===== config.mk =====
export PLATFORM = sky130hd
export DESIGN_NAME = counter_bank_drain_flat
export DESIGN_NICKNAME = d
export VERILOG_FILES = /design/src/rtl/counter_bank_drain_pkg.sv /design/src/rtl/counter_bank_drain_if.sv /design/src/rtl/counter_bank_ptr.sv /design/src/rtl/counter_bank_drain.sv /design/src/flat_wrapper.sv
export SDC_FILE = /design/constraint.sdc
export NUM_CORES = 1
export LEC_CHECK = 0
export BUFFER_PORTS_ARGS = -buffer_cell sky130_fd_sc_hd__buf_2
export CORE_ASPECT_RATIO = 1.75
export CORE_MARGIN = 2
export CORE_UTILIZATION = 53
export CTS_CLUSTER_DIAMETER = 40
export DETAILED_ROUTE_END_ITERATION = 6
export PLACE_DENSITY = 0.92
export SLEW_MARGIN = 20
export SYNTH_ARGS = -nofsm -noshare
export SYNTH_HDL_FRONTEND = slang
export SYNTH_SLANG_ARGS = --single-unit

===== constraint.sdc =====
create_clock -name clk -period 3.6 [get_ports clk]
set_input_delay 0 -clock clk [delete_from_list [all_inputs] [get_ports clk]]
set_output_delay 0 -clock clk [all_outputs]
set_load 0.02 [all_outputs]

===== src/rtl/counter_bank_drain_pkg.sv =====
// Shared types and constants for the per-flow counter bank read-and-clear drain.
// The optional write-back of zero is controlled by the COUNTER_CLEAR_EN macro.
package counter_bank_drain_pkg;

  localparam int unsigned ID_WIDTH       = 12;
  localparam int unsigned COUNTER_WIDTH  = 20;
  localparam int unsigned RAM_RD_LATENCY = 2;
  localparam int unsigned LAT_W          = 2;

  localparam logic BANK1 = 1'b0;
  localparam logic BANK2 = 1'b1;

  typedef enum logic [2:0] {
    S_IDLE,
    S_RD,
    S_WAIT,
    S_CAP,
    S_OUT,
    S_CLR,
    S_NEXT
  } state_t;

  // Drained record as seen by the downstream readout.
  typedef struct packed {
    logic                     bank;
    logic [ID_WIDTH-1:0]      id;
    logic [COUNTER_WIDTH-1:0] counter;
  } drain_rec_t;

endpackage


===== src/rtl/counter_bank_drain_if.sv =====
// Valid/ready record stream carrying one drained counter (bank, id, value).
interface counter_bank_drain_if
  import counter_bank_drain_pkg::*;
#(
  parameter int unsigned C_ID_WIDTH      = ID_WIDTH,
  parameter int unsigned C_COUNTER_WIDTH = COUNTER_WIDTH
);

  logic                       out_valid;
  logic                       in_ready;
  logic                       out_bank;
  logic [C_ID_WIDTH-1:0]      out_id;
  logic [C_COUNTER_WIDTH-1:0] out_counter;

  modport master (
    output out_valid, out_bank, out_id, out_counter,
    input  in_ready
  );

  modport slave (
    input  out_valid, out_bank, out_id, out_counter,
    output in_ready
  );

endinterface


===== src/rtl/counter_bank_ptr.sv =====
// One bank's sweep pointer with wrap detection and a drained flag that is
// re-armed whenever the bank's read window is seen closed.
module counter_bank_ptr #(
  parameter int unsigned C_ID_WIDTH = 12,
  parameter int unsigned C_NUM_IDS  = 4096
) (
  input  logic                  clk,
  input  logic                  rst,
  input  logic                  advance,
  input  logic                  window,
  output logic [C_ID_WIDTH-1:0] ptr,
  output logic                  drained,
  output logic                  last_c
);

  localparam logic [C_ID_WIDTH-1:0] LAST_ID = C_ID_WIDTH'(C_NUM_IDS - 1);

  assign last_c = (ptr == LAST_ID);

  always_ff @(posedge clk or negedge rst) begin
    if (!rst) begin
      ptr     <= '0;
      drained <= 1'b0;
    end else begin
      if (advance) begin
        ptr <= last_c ? '0 : ptr + C_ID_WIDTH'(1);
      end
      // A closed window wins so a completed bank re-arms for its next window.
      if (!window) begin
        drained <= 1'b0;
      end else if (advance && last_c) begin
        drained <= 1'b1;
      end
    end
  end

endmodule


===== src/rtl/counter_bank_drain.sv =====
// Read-and-clear controller for two ping-pong counter banks via RAM port B.
// Macro COUNTER_CLEAR_EN enables the zero write-back; otherwise the sweep is read-only.
module counter_bank_drain
  import counter_bank_drain_pkg::*;
#(
  parameter int unsigned C_ID_WIDTH      = ID_WIDTH,
  parameter int unsigned C_COUNTER_WIDTH = COUNTER_WIDTH,
  parameter int unsigned C_NUM_IDS       = 4096
) (
  input  logic                       clk,
  input  logic                       rst,
  input  logic                       in_enable,
  input  logic                       in_ready_read_1,
  input  logic                       in_ready_read_2,
  output logic                       out_ram_en1b,
  output logic                       out_ram_regce1b,
  output logic                       out_ram_we1b,
  output logic [C_ID_WIDTH-1:0]      out_ram_addr1b,
  output logic [C_COUNTER_WIDTH-1:0] out_ram_din1b,
  input  logic [C_COUNTER_WIDTH-1:0] in_ram_dout1b,
  output logic                       out_ram_en2b,
  output logic                       out_ram_regce2b,
  output logic                       out_ram_we2b,
  output logic [C_ID_WIDTH-1:0]      out_ram_addr2b,
  output logic [C_COUNTER_WIDTH-1:0] out_ram_din2b,
  input  logic [C_COUNTER_WIDTH-1:0] in_ram_dout2b,
  counter_bank_drain_if.master       drain,
  output logic                       out_done,
  output logic                       out_busy
);

  state_t                     state_q, state_n;
  logic                       sel_q, sel_n;
  logic [C_ID_WIDTH-1:0]      addr_q, addr_n;
  logic [LAT_W-1:0]           lat_q, lat_n;
  logic                       en_q, en_n;
  logic                       en1_q, en2_q;
  logic [C_ID_WIDTH-1:0]      addr1_q, addr2_q;
  logic                       valid_q, valid_n;
  logic                       bank_q, bank_n;
  logic [C_ID_WIDTH-1:0]      id_q, id_n;
  logic [C_COUNTER_WIDTH-1:0] cnt_q, cnt_n;
  logic                       done_q, done_n;
  logic                       busy_q;
  logic                       adv_c;
`ifdef COUNTER_CLEAR_EN
  logic                       we_n;
  logic                       we1_q, we2_q;
`endif

  logic [C_ID_WIDTH-1:0]      ptr1, ptr2;
  logic                       drained1, drained2;
  logic                       last1_c, last2_c;

  logic                       adv1_c, adv2_c;
  logic [C_ID_WIDTH-1:0]      cur_ptr_c;
  logic                       cur_last_c, cur_win_c, cur_drained_c;
  logic [C_COUNTER_WIDTH-1:0] cur_dout_c;

  assign adv1_c        = adv_c && (sel_q == BANK1);
  assign adv2_c        = adv_c && (sel_q == BANK2);
  assign cur_ptr_c     = (sel_q == BANK2) ? ptr2 : ptr1;
  assign cur_last_c    = (sel_q == BANK2) ? last2_c : last1_c;
  assign cur_win_c     = (sel_q == BANK2) ? in_ready_read_2 : in_ready_read_1;
  assign cur_drained_c = (sel_q == BANK2) ? drained2 : drained1;
  assign cur_dout_c    = (sel_q == BANK2) ? in_ram_dout2b : in_ram_dout1b;

  counter_bank_ptr #(
    .C_ID_WIDTH (C_ID_WIDTH),
    .C_NUM_IDS  (C_NUM_IDS)
  ) u_ptr1 (
    .clk     (clk),
    .rst     (rst),
    .advance (adv1_c),
    .window  (in_ready_read_1),
    .ptr     (ptr1),
    .drained (drained1),
    .last_c  (last1_c)
  );

  counter_bank_ptr #(
    .C_ID_WIDTH (C_ID_WIDTH),
    .C_NUM_IDS  (C_NUM_IDS)
  ) u_ptr2 (
    .clk     (clk),
    .rst     (rst),
    .advance (adv2_c),
    .window  (in_ready_read_2),
    .ptr     (ptr2),
    .drained (drained2),
    .last_c  (last2_c)
  );

  always_ff @(posedge clk or negedge rst) begin
    if (!rst) begin
      state_q <= S_IDLE;
    end else begin
      state_q <= state_n;
    end
  end

  // Next state plus next values of every registered output.
  always_comb begin
    state_n = state_q;
    sel_n   = sel_q;
    addr_n  = addr_q;
    lat_n   = lat_q;
    en_n    = en_q;
    valid_n = valid_q;
    bank_n  = bank_q;
    id_n    = id_q;
    cnt_n   = cnt_q;
    done_n  = 1'b0;
    adv_c   = 1'b0;
`ifdef COUNTER_CLEAR_EN
    we_n    = 1'b0;
`endif
    unique case (state_q)
      S_IDLE: begin
        en_n = 1'b0;
        if (in_enable && in_ready_read_1 && !drained1) begin
          sel_n   = BANK1;
          addr_n  = ptr1;
          en_n    = 1'b1;
          state_n = S_RD;
        end else if (in_enable && in_ready_read_2 && !drained2) begin
          sel_n   = BANK2;
          addr_n  = ptr2;
          en_n    = 1'b1;
          state_n = S_RD;
        end
      end
      S_RD: begin
        lat_n   = LAT_W'(RAM_RD_LATENCY - 2);
        state_n = S_WAIT;
      end
      S_WAIT: begin
        if (lat_q == '0) begin
          state_n = S_CAP;
        end else begin
          lat_n = lat_q - LAT_W'(1);
        end
      end
      S_CAP: begin
        valid_n = 1'b1;
        bank_n  = sel_q;
        id_n    = cur_ptr_c;
        cnt_n   = cur_dout_c;
        state_n = S_OUT;
      end
      S_OUT: begin
        // The record is held until accepted, regardless of the window.
        if (drain.in_ready) begin
          valid_n = 1'b0;
`ifdef COUNTER_CLEAR_EN
          we_n    = 1'b1;
          state_n = S_CLR;
`else
          en_n    = 1'b0;
          state_n = S_NEXT;
`endif
        end
      end
      S_CLR: begin
        en_n    = 1'b0;
        state_n = S_NEXT;
      end
      S_NEXT: begin
        adv_c  = 1'b1;
        done_n = cur_last_c;
        if (cur_win_c && in_enable && !cur_last_c && !cur_drained_c) begin
          en_n    = 1'b1;
          addr_n  = cur_ptr_c + C_ID_WIDTH'(1);
          state_n = S_RD;
        end else begin
          state_n = S_IDLE;
        end
      end
      default: state_n = S_IDLE;
    endcase
  end

  // Port-B controls are registered per bank so the unselected bank stays quiet.
  always_ff @(posedge clk or negedge rst) begin
    if (!rst) begin
      sel_q   <= BANK1;
      addr_q  <= '0;
      lat_q   <= '0;
      en_q    <= 1'b0;
      en1_q   <= 1'b0;
      en2_q   <= 1'b0;
      addr1_q <= '0;
      addr2_q <= '0;
      valid_q <= 1'b0;
      bank_q  <= 1'b0;
      id_q    <= '0;
      cnt_q   <= '0;
      done_q  <= 1'b0;
      busy_q  <= 1'b0;
    end else begin
      sel_q   <= sel_n;
      addr_q  <= addr_n;
      lat_q   <= lat_n;
      en_q    <= en_n;
      en1_q   <= en_n && (sel_n == BANK1);
      en2_q   <= en_n && (sel_n == BANK2);
      if (en_n && (sel_n == BANK1)) begin
        addr1_q <= addr_n;
      end
      if (en_n && (sel_n == BANK2)) begin
        addr2_q <= addr_n;
      end
      valid_q <= valid_n;
      bank_q  <= bank_n;
      id_q    <= id_n;
      cnt_q   <= cnt_n;
      done_q  <= done_n;
      busy_q  <= (state_n != S_IDLE);
    end
  end

`ifdef COUNTER_CLEAR_EN
  always_ff @(posedge clk or negedge rst) begin
    if (!rst) begin
      we1_q <= 1'b0;
      we2_q <= 1'b0;
    end else begin
      we1_q <= we_n && (sel_n == BANK1);
      we2_q <= we_n && (sel_n == BANK2);
    end
  end

  assign out_ram_we1b = we1_q;
  assign out_ram_we2b = we2_q;
`else
  assign out_ram_we1b = 1'b0;
  assign out_ram_we2b = 1'b0;
`endif

  assign out_ram_en1b    = en1_q;
  assign out_ram_regce1b = en1_q;
  assign out_ram_addr1b  = addr1_q;
  assign out_ram_din1b   = '0;
  assign out_ram_en2b    = en2_q;
  assign out_ram_regce2b = en2_q;
  assign out_ram_addr2b  = addr2_q;
  assign out_ram_din2b   = '0;

  assign drain.out_valid   = valid_q;
  assign drain.out_bank    = bank_q;
  assign drain.out_id      = id_q;
  assign drain.out_counter = cnt_q;
  assign out_done          = done_q;
  assign out_busy          = busy_q;

endmodule


===== src/flat_wrapper.sv =====
// flat-port wrapper written by rule: the top's interface ports become plain ports
module counter_bank_drain_flat import counter_bank_drain_pkg::*;
#(
  parameter int unsigned C_ID_WIDTH      = ID_WIDTH,
  parameter int unsigned C_COUNTER_WIDTH = COUNTER_WIDTH,
  parameter int unsigned C_NUM_IDS       = 4096
)
  (clk, rst, in_enable, in_ready_read_1, in_ready_read_2, out_ram_en1b, out_ram_regce1b, out_ram_we1b, out_ram_addr1b, out_ram_din1b, in_ram_dout1b, out_ram_en2b, out_ram_regce2b, out_ram_we2b, out_ram_addr2b, out_ram_din2b, in_ram_dout2b, out_done, out_busy, drain_out_valid, drain_out_bank, drain_out_id, drain_out_counter, drain_in_ready);
  counter_bank_drain_if #(.C_ID_WIDTH(C_ID_WIDTH), .C_COUNTER_WIDTH(C_COUNTER_WIDTH)) drain_i ();
  input  logic clk;
  input  logic rst;
  input  logic in_enable;
  input  logic in_ready_read_1;
  input  logic in_ready_read_2;
  output logic out_ram_en1b;
  output logic out_ram_regce1b;
  output logic out_ram_we1b;
  output logic [C_ID_WIDTH-1:0] out_ram_addr1b;
  output logic [C_COUNTER_WIDTH-1:0] out_ram_din1b;
  input  logic [C_COUNTER_WIDTH-1:0] in_ram_dout1b;
  output logic out_ram_en2b;
  output logic out_ram_regce2b;
  output logic out_ram_we2b;
  output logic [C_ID_WIDTH-1:0] out_ram_addr2b;
  output logic [C_COUNTER_WIDTH-1:0] out_ram_din2b;
  input  logic [C_COUNTER_WIDTH-1:0] in_ram_dout2b;
  output logic out_done;
  output logic out_busy;
  output wire logic [$bits(drain_i.out_valid)-1:0] drain_out_valid;
  output wire logic [$bits(drain_i.out_bank)-1:0] drain_out_bank;
  output wire logic [$bits(drain_i.out_id)-1:0] drain_out_id;
  output wire logic [$bits(drain_i.out_counter)-1:0] drain_out_counter;
  input wire logic [$bits(drain_i.in_ready)-1:0] drain_in_ready;
  assign drain_out_valid = drain_i.out_valid;
  assign drain_out_bank = drain_i.out_bank;
  assign drain_out_id = drain_i.out_id;
  assign drain_out_counter = drain_i.out_counter;
  assign drain_i.in_ready = drain_in_ready;
  counter_bank_drain #(.C_ID_WIDTH(C_ID_WIDTH), .C_COUNTER_WIDTH(C_COUNTER_WIDTH), .C_NUM_IDS(C_NUM_IDS)) u_core (.clk(clk), .rst(rst), .in_enable(in_enable), .in_ready_read_1(in_ready_read_1), .in_ready_read_2(in_ready_read_2), .out_ram_en1b(out_ram_en1b), .out_ram_regce1b(out_ram_regce1b), .out_ram_we1b(out_ram_we1b), .out_ram_addr1b(out_ram_addr1b), .out_ram_din1b(out_ram_din1b), .in_ram_dout1b(in_ram_dout1b), .out_ram_en2b(out_ram_en2b), .out_ram_regce2b(out_ram_regce2b), .out_ram_we2b(out_ram_we2b), .out_ram_addr2b(out_ram_addr2b), .out_ram_din2b(out_ram_din2b), .in_ram_dout2b(in_ram_dout2b), .drain(drain_i), .out_done(out_done), .out_busy(out_busy));
endmodule

### After elaboration in Yosys (flattened, before gate mapping)

Index checks and enable logic that the tools add are counted.
Widths: inputs -> output; s select.

* flip-flop bits (word level): 107
* latch bits: 0
* RAM bits: 0
* memory bits (read-only): 0
* input port bits: 46
* output and inout port bits: 106
* word-level logic and storage cells: 96
* memories: 0

* $add $sub $neg: 4
* multiply operators: 0
* div/mod/pow operators: 0
* order comparisons: 0
* equal/unequal tests: 12
* shift-type cells: 0
* muxes and demuxes: 35
* bitwise logic cells: 2
* reductions and logical operators: 24

Operator list (number)
* $mux 12: 6
* $add 12x1->12 const B: 3
* $eq 12x12->1 const B: 2
* $pmux 12 s2: 1
* $pmux 3 s7: 1
* $mux 20: 1
* $mux 1: 18
* $logic_and 1x1->1: 13
* $mux 3: 4
* $eq 3x3->1 const B: 3
* $eq 3x2->1 const B: 2
* $logic_not 1->1: 4
* $ne 2x1->1 const B: 2
* $ne 2x2->1 const B: 2
* $pmux 1 s4: 1
* $pmux 2 s2: 1
* $reduce_and 2->1: 2
* $reduce_bool 2->1: 2
* $eq 3x1->1 const B: 1
* $logic_not 3->1: 1
* $reduce_bool 3->1: 1
* $logic_not 2->1: 1
* $mux 2: 1
* $not 1->1: 2
* 2 further kinds: 2

### Depth between registers and ports, before layout

Gate-level depths: netlist of run 1.

* word-level depth: 8
* depth in mapped cells: 12
* mapped depth without buffers: 9

### Cells and area by module

Synthesis of run 1 repeated with hierarchy kept, for this count alone.

* cell total of the unflattened synthesis: 619
* area total of the unflattened synthesis: 5903.2 µm²

By module, submodules not included
* counter_bank_drain: times used 1, cells each 487, area an instance 4546.9 µm², seq. area each 2026.9 µm²
* counter_bank_ptr: times used 2, cells each 66, area an instance 678.2 µm², seq. area each 325.3 µm²

### Worst setup path after synthesis of run 1

No wires, ideal clock.

* kind: register -> register
* start: register u_core.sel_q
* end: register u_core.addr1_q[8], in the netlist u_core.out_ram_addr1b[8]
* setup time: 138 ps
* data arrival time: 2413 ps
* required time: 3462 ps
* path slack: 1049 ps
* stages on the path, launching flop included: 12
* buffers on the path: 3
* period minus slack after synthesis: 2551 ps
* path through: dfrtp_1 buf_4 buf_2 clkbuf_1 nand2_1 o21ai_0 ha_1 nand4b_1 a221oi_1 xnor2_1 a221oi_1 o21ai_0

* elaborated cells on any way between the ends: 19

RTL lines
* from (decl): RTL line counter_bank_drain.sv:33 `logic sel_q, sel_n;`
* from (signal assigned): RTL line counter_bank_drain.sv:201 `sel_q <= sel_n;`
* $mux 12: RTL line counter_bank_drain.sv:62 `assign cur_ptr_c = (sel_q == BANK2) ? ptr2 : ptr1;`
* named net u_core.cur_ptr_c[0]: RTL line counter_bank_drain.sv:56 `logic [C_ID_WIDTH-1:0] cur_ptr_c;`
* $add 12x1->12: RTL line counter_bank_drain.sv:173 `addr_n = cur_ptr_c + C_ID_WIDTH'(1);`
* $mux 12: RTL line counter_bank_drain.sv:171 `if (cur_win_c && in_enable && !cur_last_c && !cur_drained_c) begin`
* $pmux 12 s2: RTL line counter_bank_drain.sv:118 `unique case (state_q)`
* to (signal assigned): RTL line counter_bank_drain.sv:208 `addr1_q <= addr_n;`
* to (decl): RTL line counter_bank_drain.sv:38 `logic [C_ID_WIDTH-1:0] addr1_q, addr2_q;`

The timed path passes the listed nets, and every way through them passes these cells.
A chain may end at the register's enable or synchronous reset.

### Final worst setup path of run 1

* start: register u_core.state_q[1]
* end: register u_core.addr2_q[11], in the netlist u_core.out_ram_addr2b[11]

* word-level cells in the longest chain between the ends: 3
* elaborated cells on any way between the ends: 8

Ends and longest elaborated chain
* from (decl): RTL line counter_bank_drain.sv:32 `state_t state_q, state_n;`
* from (signal assigned): RTL line counter_bank_drain.sv:98 `state_q <= state_n;`
* $eq 3x3->1 or $logic_not 3->1 (tied branches): RTL line counter_bank_drain.sv:118
* $pmux 1 s4 or $mux 1 (tied branches): RTL line counter_bank_drain.sv:118
* $logic_and 1x1->1: RTL line counter_bank_drain.sv:210 `if (en_n && (sel_n == BANK2)) begin`
* to (signal assigned): RTL line counter_bank_drain.sv:211 `addr2_q <= addr_n;`
* to (decl): RTL line counter_bank_drain.sv:38

Several ways; a longest one is shown, not always the timed one.

==> results of run 1 <==
[layout make-up]
cell class              instances  share of cell area, %
clock inverters                 4                  0.369
inverters                      18                  0.996
multi-input cells             432                   38.2
clock buffers                  12                   3.78
repair buffers                156                   14.8
well taps                     130                   2.40
flip-flops and latches        107                   39.5
[worst paths after layout]
kind,start,to,depth (start not counted)
max,u_core.state_q[1],u_core.out_ram_addr2b[11],6
min reg2reg,u_core.drain.out_counter[11],u_core.drain.out_counter[11],2
min,in_ram_dout2b[1],u_core.drain.out_counter[1],3
max reg2reg,u_core.state_q[1],u_core.out_ram_addr2b[11],6
max in group asynchronous,rst,u_core.drain.out_counter[2],3
min in group asynchronous,rst,u_core.out_ram_addr1b[1],2
[layer usage]
layer	vias up	wire [um]
met2	229	7200
met5	-	0
met3	39	990
met1	2261	5370
met4	0	538
li1	2229	-
[layout by cell type (no fill, tap or decap), drive strengths merged, types with 15 or more instances in the layout]
master,count
buf,115
conb,42
dfrtp,107
dlygate4sd3,41
inv,18
mux2i,29
nand2,110
nor2,28
o21ai,63
xnor2,15
[through the flow]
stage          area, um2  hold WS (ps)  utilization [%]  power (W)
3_3_place_gp        6090          23.9             57.6    0.00374
2_1_floorplan       5840          -296                -    0.00330
4_1_cts             6780          5.66             64.2    0.00485
3_5_place_dp        6090          32.9             57.6    0.00382
6_report            6780          19.6             64.2    0.00485
5_1_grt             6780          59.3             64.2    0.00519
[registers in the layout, summed over array words and instances (netlist names), 2 cells and up]
register / count
u_core.drain.out_id: 12
u_core.out_ram_addr1b: 12
u_core.u_ptr1.ptr: 12
u_core.lat_q: 2
u_core.out_ram_addr2b: 12
u_core.addr_q: 12
u_core.u_ptr2.ptr: 12
u_core.state_q: 3
u_core.drain.out_counter: 20
[cell usage after synthesis (3+ instances only)]
library cell / count
buf_4: 45
nor2_1: 27
nand3_1: 10
o21ai_0: 63
xor2_1: 11
a21oi_1: 11
nor4_1: 4
ha_1: 4
nor3_1: 5
nand2_1: 110
a311oi_1: 8
mux2_2: 12
xnor2_1: 15
o22ai_1: 3
nand4b_1: 5
a31oi_1: 4
a221oi_1: 9
a211oi_1: 3
nand3b_1: 5
nand2b_1: 5
dfrtp_1: 107
buf_2: 17
inv_1: 16
mux2i_1: 29
clkbuf_1: 19
nand4_1: 12
[cell families (layout without fill, tap and decap cells)]
| kind of cell | after synthesis | in the layout | synth area share (%) |
|---|---|---|---|
| multiplexers | 41 | 41 | 7.49 |
| flip-flops | 107 | 107 | 47.1 |
| other | 1 | 42 | 0.0660 |
| AO/OA/AOI/OAI | 119 | 119 | 13.3 |
| buffers and inverters | 100 | 190 | 10.1 |
| XOR/XNOR | 26 | 26 | 4.01 |
| AND/OR/NAND/NOR | 200 | 200 | 17.1 |
| adder cells (fa/ha/maj) | 4 | 4 | 0.881 |
[critical path, cell delays in order (launching register included)]
cell	delay [ps]
dfrtp_1	700
nand3b_4	190
or3_4	420
o22ai_4	380
o211ai_2	370
inv_2	200
mux2_2	340
[power breakdown]
part           leakage, nW  switching [W]  internal (W)
Sequential            1.40       0.000333       0.00156
Combinational         1.84        0.00125      0.000777
Clock                0.135       0.000418      0.000505
[timing repair]
item                                    4_1_cts  5_1_grt
gates resized for setup                       0        0
hold buffers                                 41        0
endpoints found under the setup margin        0        0
endpoints found under the hold margin        65        0
==> flow_metrics.py, run 1 <==
metrics = {
    "run_status": {
        "run_status": "finished clean",
    },
    "global_routing": {
        "use_met1_pct": 28.3,
        "gr-total-overflow": 0,
        "grt_pass1_vias": 4668,
        "use_met3_pct": 4.87,
        "grt_max_degree": 64,
        "antenna_found_initial": 0,
        "grtUsageTotal_pct": 25.3,
        "grt_busiest_layer": "met2",
        "grt_pass1_wl_mm": 22.4,
        "grtUsageMet2_pct": 43.6,
    },
    "sta": {
        "hold_viol_final": 0,
        "setup-violations-final": 0,
        "maxSlewHeadroom_pct": 33.5,
        "tightest_slew_ps": 993,
        "final.min_clock_period_ps": 2740,
        "period_share_pct": 76.1,
        "setup_tns_ps": 0,
        "timing.final.ws_setup_ps": 861,
        "maxSlewViolCount": 0,
        "skew_ps": 5.40,
        "timing.fmax_mhz": 365,
        "rsz0062_at_grt": "false",
    },
    "die": {
        "die_h_um": 141,
        "start_util_pct": 53.8,
        "dieArea_um2": 11600,
        "coreArea_um2": 10600,
        "pin_count": 152,
        "num_rows": 50,
        "die_w_um": 82.3,
    },
    "cts": {
        "clkSinkCount": 107,
        "numCtsBuffers": 9,
        "insertion_delay_ps": 350,
        "cts_buffer_depth": 2,
        "cts_tree": "done",
        "htree_levels": 3,
        "ctsRootBufferMaster": "clkbuf_16",
        "clk_pin_slew_ps": 70,
        "cts_setup_buffers": 0,
    },
    "layout": {
        "final_cells": 859,
        "regArea_um2": 2680,
        "area_delta_synth_final_pct": 19.4,
        "drive_gt1_share_pct": 21.4,
        "nets": 774,
        "insertedDiodeCount": 0,
        "multi_input_area_um2": 2590,
        "fill_cells": 814,
    },
    "place": {
        "pre_cts_ws_ps": 844,
        "dp.cells": 802,
        "gp_congestion": 1.02,
        "io_buffers": 109,
        "dpl.hpwl_mm": 9.72,
    },
    "worst_setup_path": {
        "reg2reg_slack_ps": 860,
        "crit_required_ps": 3830,
        "cp_max_fo": 19,
        "crit_path_start_kind": "register",
        "crit_type": "reg -> reg",
        "end_kind": "register",
        "worst-endpoint-arrival_ps": 2970,
    },
    "logic_synthesis": {
        "synth_top_area_share_pct": 47.1,
        "ys_async_sr_fraction_pct": 100,
        "yosys_register_bits": 107,
        "syn_area_um2": 5680,
        "yosysTopAreaCell": "dfrtp_1",
        "synth_top_flop_cell": "dfrtp_1",
        "synth_edf_count": 0,
        "synth_cells": 598,
        "synth.area.top_cells": "dfrtp_1 47%, nand2_1 7.3%, buf_4 5.9%",
        "synth_cell_types": 56,
        "ys_seq_area_share_pct": 47.1,
        "avgSynthCellArea_um2": 9.50,
        "synth_warnings": 0,
    },
    "run": {
        "cap_violations": 0,
    },
    "route": {
        "via_count": 4758,
        "drt_first_pass_iters": 5,
        "vias_per_cell": 5.54,
        "totalWireLength_mm": 14.1,
        "route.detailed.drc": 0,
        "wl_per_cell_um": 16.4,
        "drt_iter0_drc": 413,
        "antenna_left": 0,
    },
    "power_and_ir_drop": {
        "ir_drop_uv": 412,
        "p_leak_nw": 3.38,
        "power.density_nw_per_um2": 715,
    },
    "worst_hold_path": {
        "worstHoldPathType": "in -> reg",
    },
}
No activity file was read; power rests on OpenSTA's default activity.
==> run 2, diff against run 1 <==
--- a/config.mk
+++ b/config.mk
@@ -8,10 +8,10 @@
 export BUFFER_PORTS_ARGS = -buffer_cell sky130_fd_sc_hd__buf_2
 export CORE_ASPECT_RATIO = 1.75
 export CORE_MARGIN = 2
-export CORE_UTILIZATION = 53
+export CORE_UTILIZATION = 48
 export CTS_CLUSTER_DIAMETER = 40
 export DETAILED_ROUTE_END_ITERATION = 6
-export PLACE_DENSITY = 0.92
+export PLACE_DENSITY = 0.89
 export SLEW_MARGIN = 20
 export SYNTH_ARGS = -nofsm -noshare
 export SYNTH_HDL_FRONTEND = slang
==> constraint.sdc (replaced) <==
create_clock -name clk -period 2.3 [get_ports clk]
set_input_delay 0 -clock clk [delete_from_list [all_inputs] [get_ports clk]]
set_output_delay 0 -clock clk [all_outputs]
set_load 0.02 [all_outputs]
==> flow_metrics.py, run 2 (synthesis results as in run 1) <==
metrics = {
    "route": {
        "via_count": 5126,
        "route.detailed.drc": 0,
        "drt_iter0_drc": 317,
        "wl_per_cell_um": 16.7,
        "vias_per_cell": 5.45,
        "drt_first_pass_iters": 5,
        "totalWireLength_mm": 15.7,
        "antenna_left": 0,
    },
    "layout": {
        "nets": 851,
        "post-route-util_pct": 64.6,
        "final_cells": 941,
        "final_cell_mix": "109 x nand2_1, 108 x buf_2, 106 x dfrtp_1",
        "insertedDiodeCount": 0,
        "area_delta_synth_final_pct": 31.7,
        "drive_gt1_share_pct": 30.1,
        "largest_register_ffs": 20,
        "layout_commonest_cell": "nand2_1",
    },
    "cts": {
        "clkSinkCount": 107,
        "clk_pin_slew_ps": 80,
        "ctsRootBufferMaster": "clkbuf_16",
        "cts_tree": "done",
        "numCtsBuffers": 9,
        "insertion_delay_ps": 360,
        "htree_levels": 3,
        "cts_buffer_depth": 2,
    },
    "place": {
        "dpl.hpwl_mm": 11.0,
        "io_buffers": 109,
        "dp.cells": 876,
        "gp_congestion": 1.03,
    },
    "worst_setup_path": {
        "reg2reg_slack_ps": 30,
        "crit_start": "u_core.u_ptr2.ptr[1]",
        "crit_path_start_kind": "register",
        "worst-endpoint-arrival_ps": 2520,
        "crit_path_end": "u_core.out_ram_addr1b[9]",
        "r2r_start": "u_core.u_ptr2.ptr[1]",
        "r2r-end": "u_core.out_ram_addr1b[9]",
        "reg2regPathDepth": 8,
        "end_kind": "register",
        "cp_max_fo": 7,
        "crit_required_ps": 2550,
        "crit_type": "reg -> reg",
    },
    "global_routing": {
        "grt_max_degree": 56,
        "grtUsageTotal_pct": 24.7,
        "gr-total-overflow": 0,
        "grt_pass1_vias": 5039,
        "grt_pass1_wl_mm": 24.7,
        "antenna_found_initial": 0,
    },
    "sta": {
        "timing.fmax_mhz": 441,
        "period_share_pct": 98.7,
        "final.min_clock_period_ps": 2270,
        "skew_ps": 10.7,
        "tightest_slew_ps": 681,
        "hold_viol_final": 0,
        "maxSlewHeadroom_pct": 54.6,
        "maxSlewViolCount": 0,
        "setup_tns_ps": 0,
        "rsz0062_at_grt": "true",
        "setup-violations-final": 0,
    },
    "power_and_ir_drop": {
        "p_leak_nw": 3.78,
        "power.density_nw_per_um2": 1110,
        "p_total_w": 0.00833,
        "ir_drop_uv": 848,
    },
    "die": {
        "dieArea_um2": 12800,
        "start_util_pct": 49.1,
        "coreArea_um2": 11600,
        "pin_count": 152,
        "die_h_um": 148,
        "num_rows": 52,
        "die_w_um": 86.3,
    },
    "worst_hold_path": {
        "worstHoldPathType": "in -> reg",
        "hp-start": "in_enable",
    },
    "run": {
        "cap_violations": 0,
    },
    "run_status": {
        "run_status": "finished clean",
    },
}
==> run 2: cell types whose count changed in the layout (fill, tap and decap cells not counted), sizes merged <==
cell,previous run,this run
buf,115,189
inv,18,22
dlygate4sd3,41,44
clkbuf,12,10
clkinv,2,1
clkinvlp,2,1
==> run 2: how the worst min path moves through the flow <==
| stage | to | slack, ps | depth (start not counted) |
|---|---|---|---|
| 2_1_floorplan | u_core.addr_q[0] | -300 | 0 |
| 3_3_place_gp | u_core.out_done | 60 | 1 |
| 3_5_place_dp | u_core.out_done | 70 | 1 |
| 4_1_cts | u_core.addr_q[10] | 140 | 3 |
| 5_1_grt | u_core.addr_q[10] | 160 | 3 |
| 6_report | u_core.addr_q[10] | 140 | 3 |
==> run 2: routing by layer <==
layer  track usage (%)  vias to the layer above  part of all wire, %
met5                 0                        -                    0
li1                  -                     2383                    -
met2              44.3                      214                   53
met1              28.2                     2484                   38
met3              3.74                       45                  5.1
met4              12.0                        0                  4.4
==> run 2: what timing repair did <==
action	4_1_cts	5_1_grt
setup endpoints to repair	0	23
setup buffers	0	5
hold buffers	44	0
hold endpoints to repair	76	0
resized for setup	0	18
==> run 2: per-stage QoR <==
stage	instance area (um2)	setup slack [ps]	hold WS, ps
detailed placement	6660	16.3	73.5
global placement	6660	86.5	62.9
finish	7480	30.9	140
global route	7480	-60.1	160
floorplan	5860	9.77	-296
CTS	7380	14.0	140
==> run 2: where the power goes <==
group	internal, W	total [W]	switching, W
clock	0.000761	0.00150	0.000743
combinational	0.00167	0.00405	0.00238
sequential	0.00244	0.00278	0.000336
total	0.00488	0.00833	0.00346
==> run 2: cell type report <==
class	instances	area (um2)
multi-input combinational	432	2660
clock inverter	6	56.3
fill	906	4100
clock buffer	10	229
sequential	107	2680
timing repair buffer	233	1630
inverter	18	67.6
tap	135	169
==> run 2: critical path, cell delays in order, from the launching register on <==
cell	delay (ps)
dfrtp_1	410
ha_1	230
nand4_1	200
nor3_4	230
buf_4	170
o22ai_4	80
buf_4	180
a221o_1	380
mux2_2	290
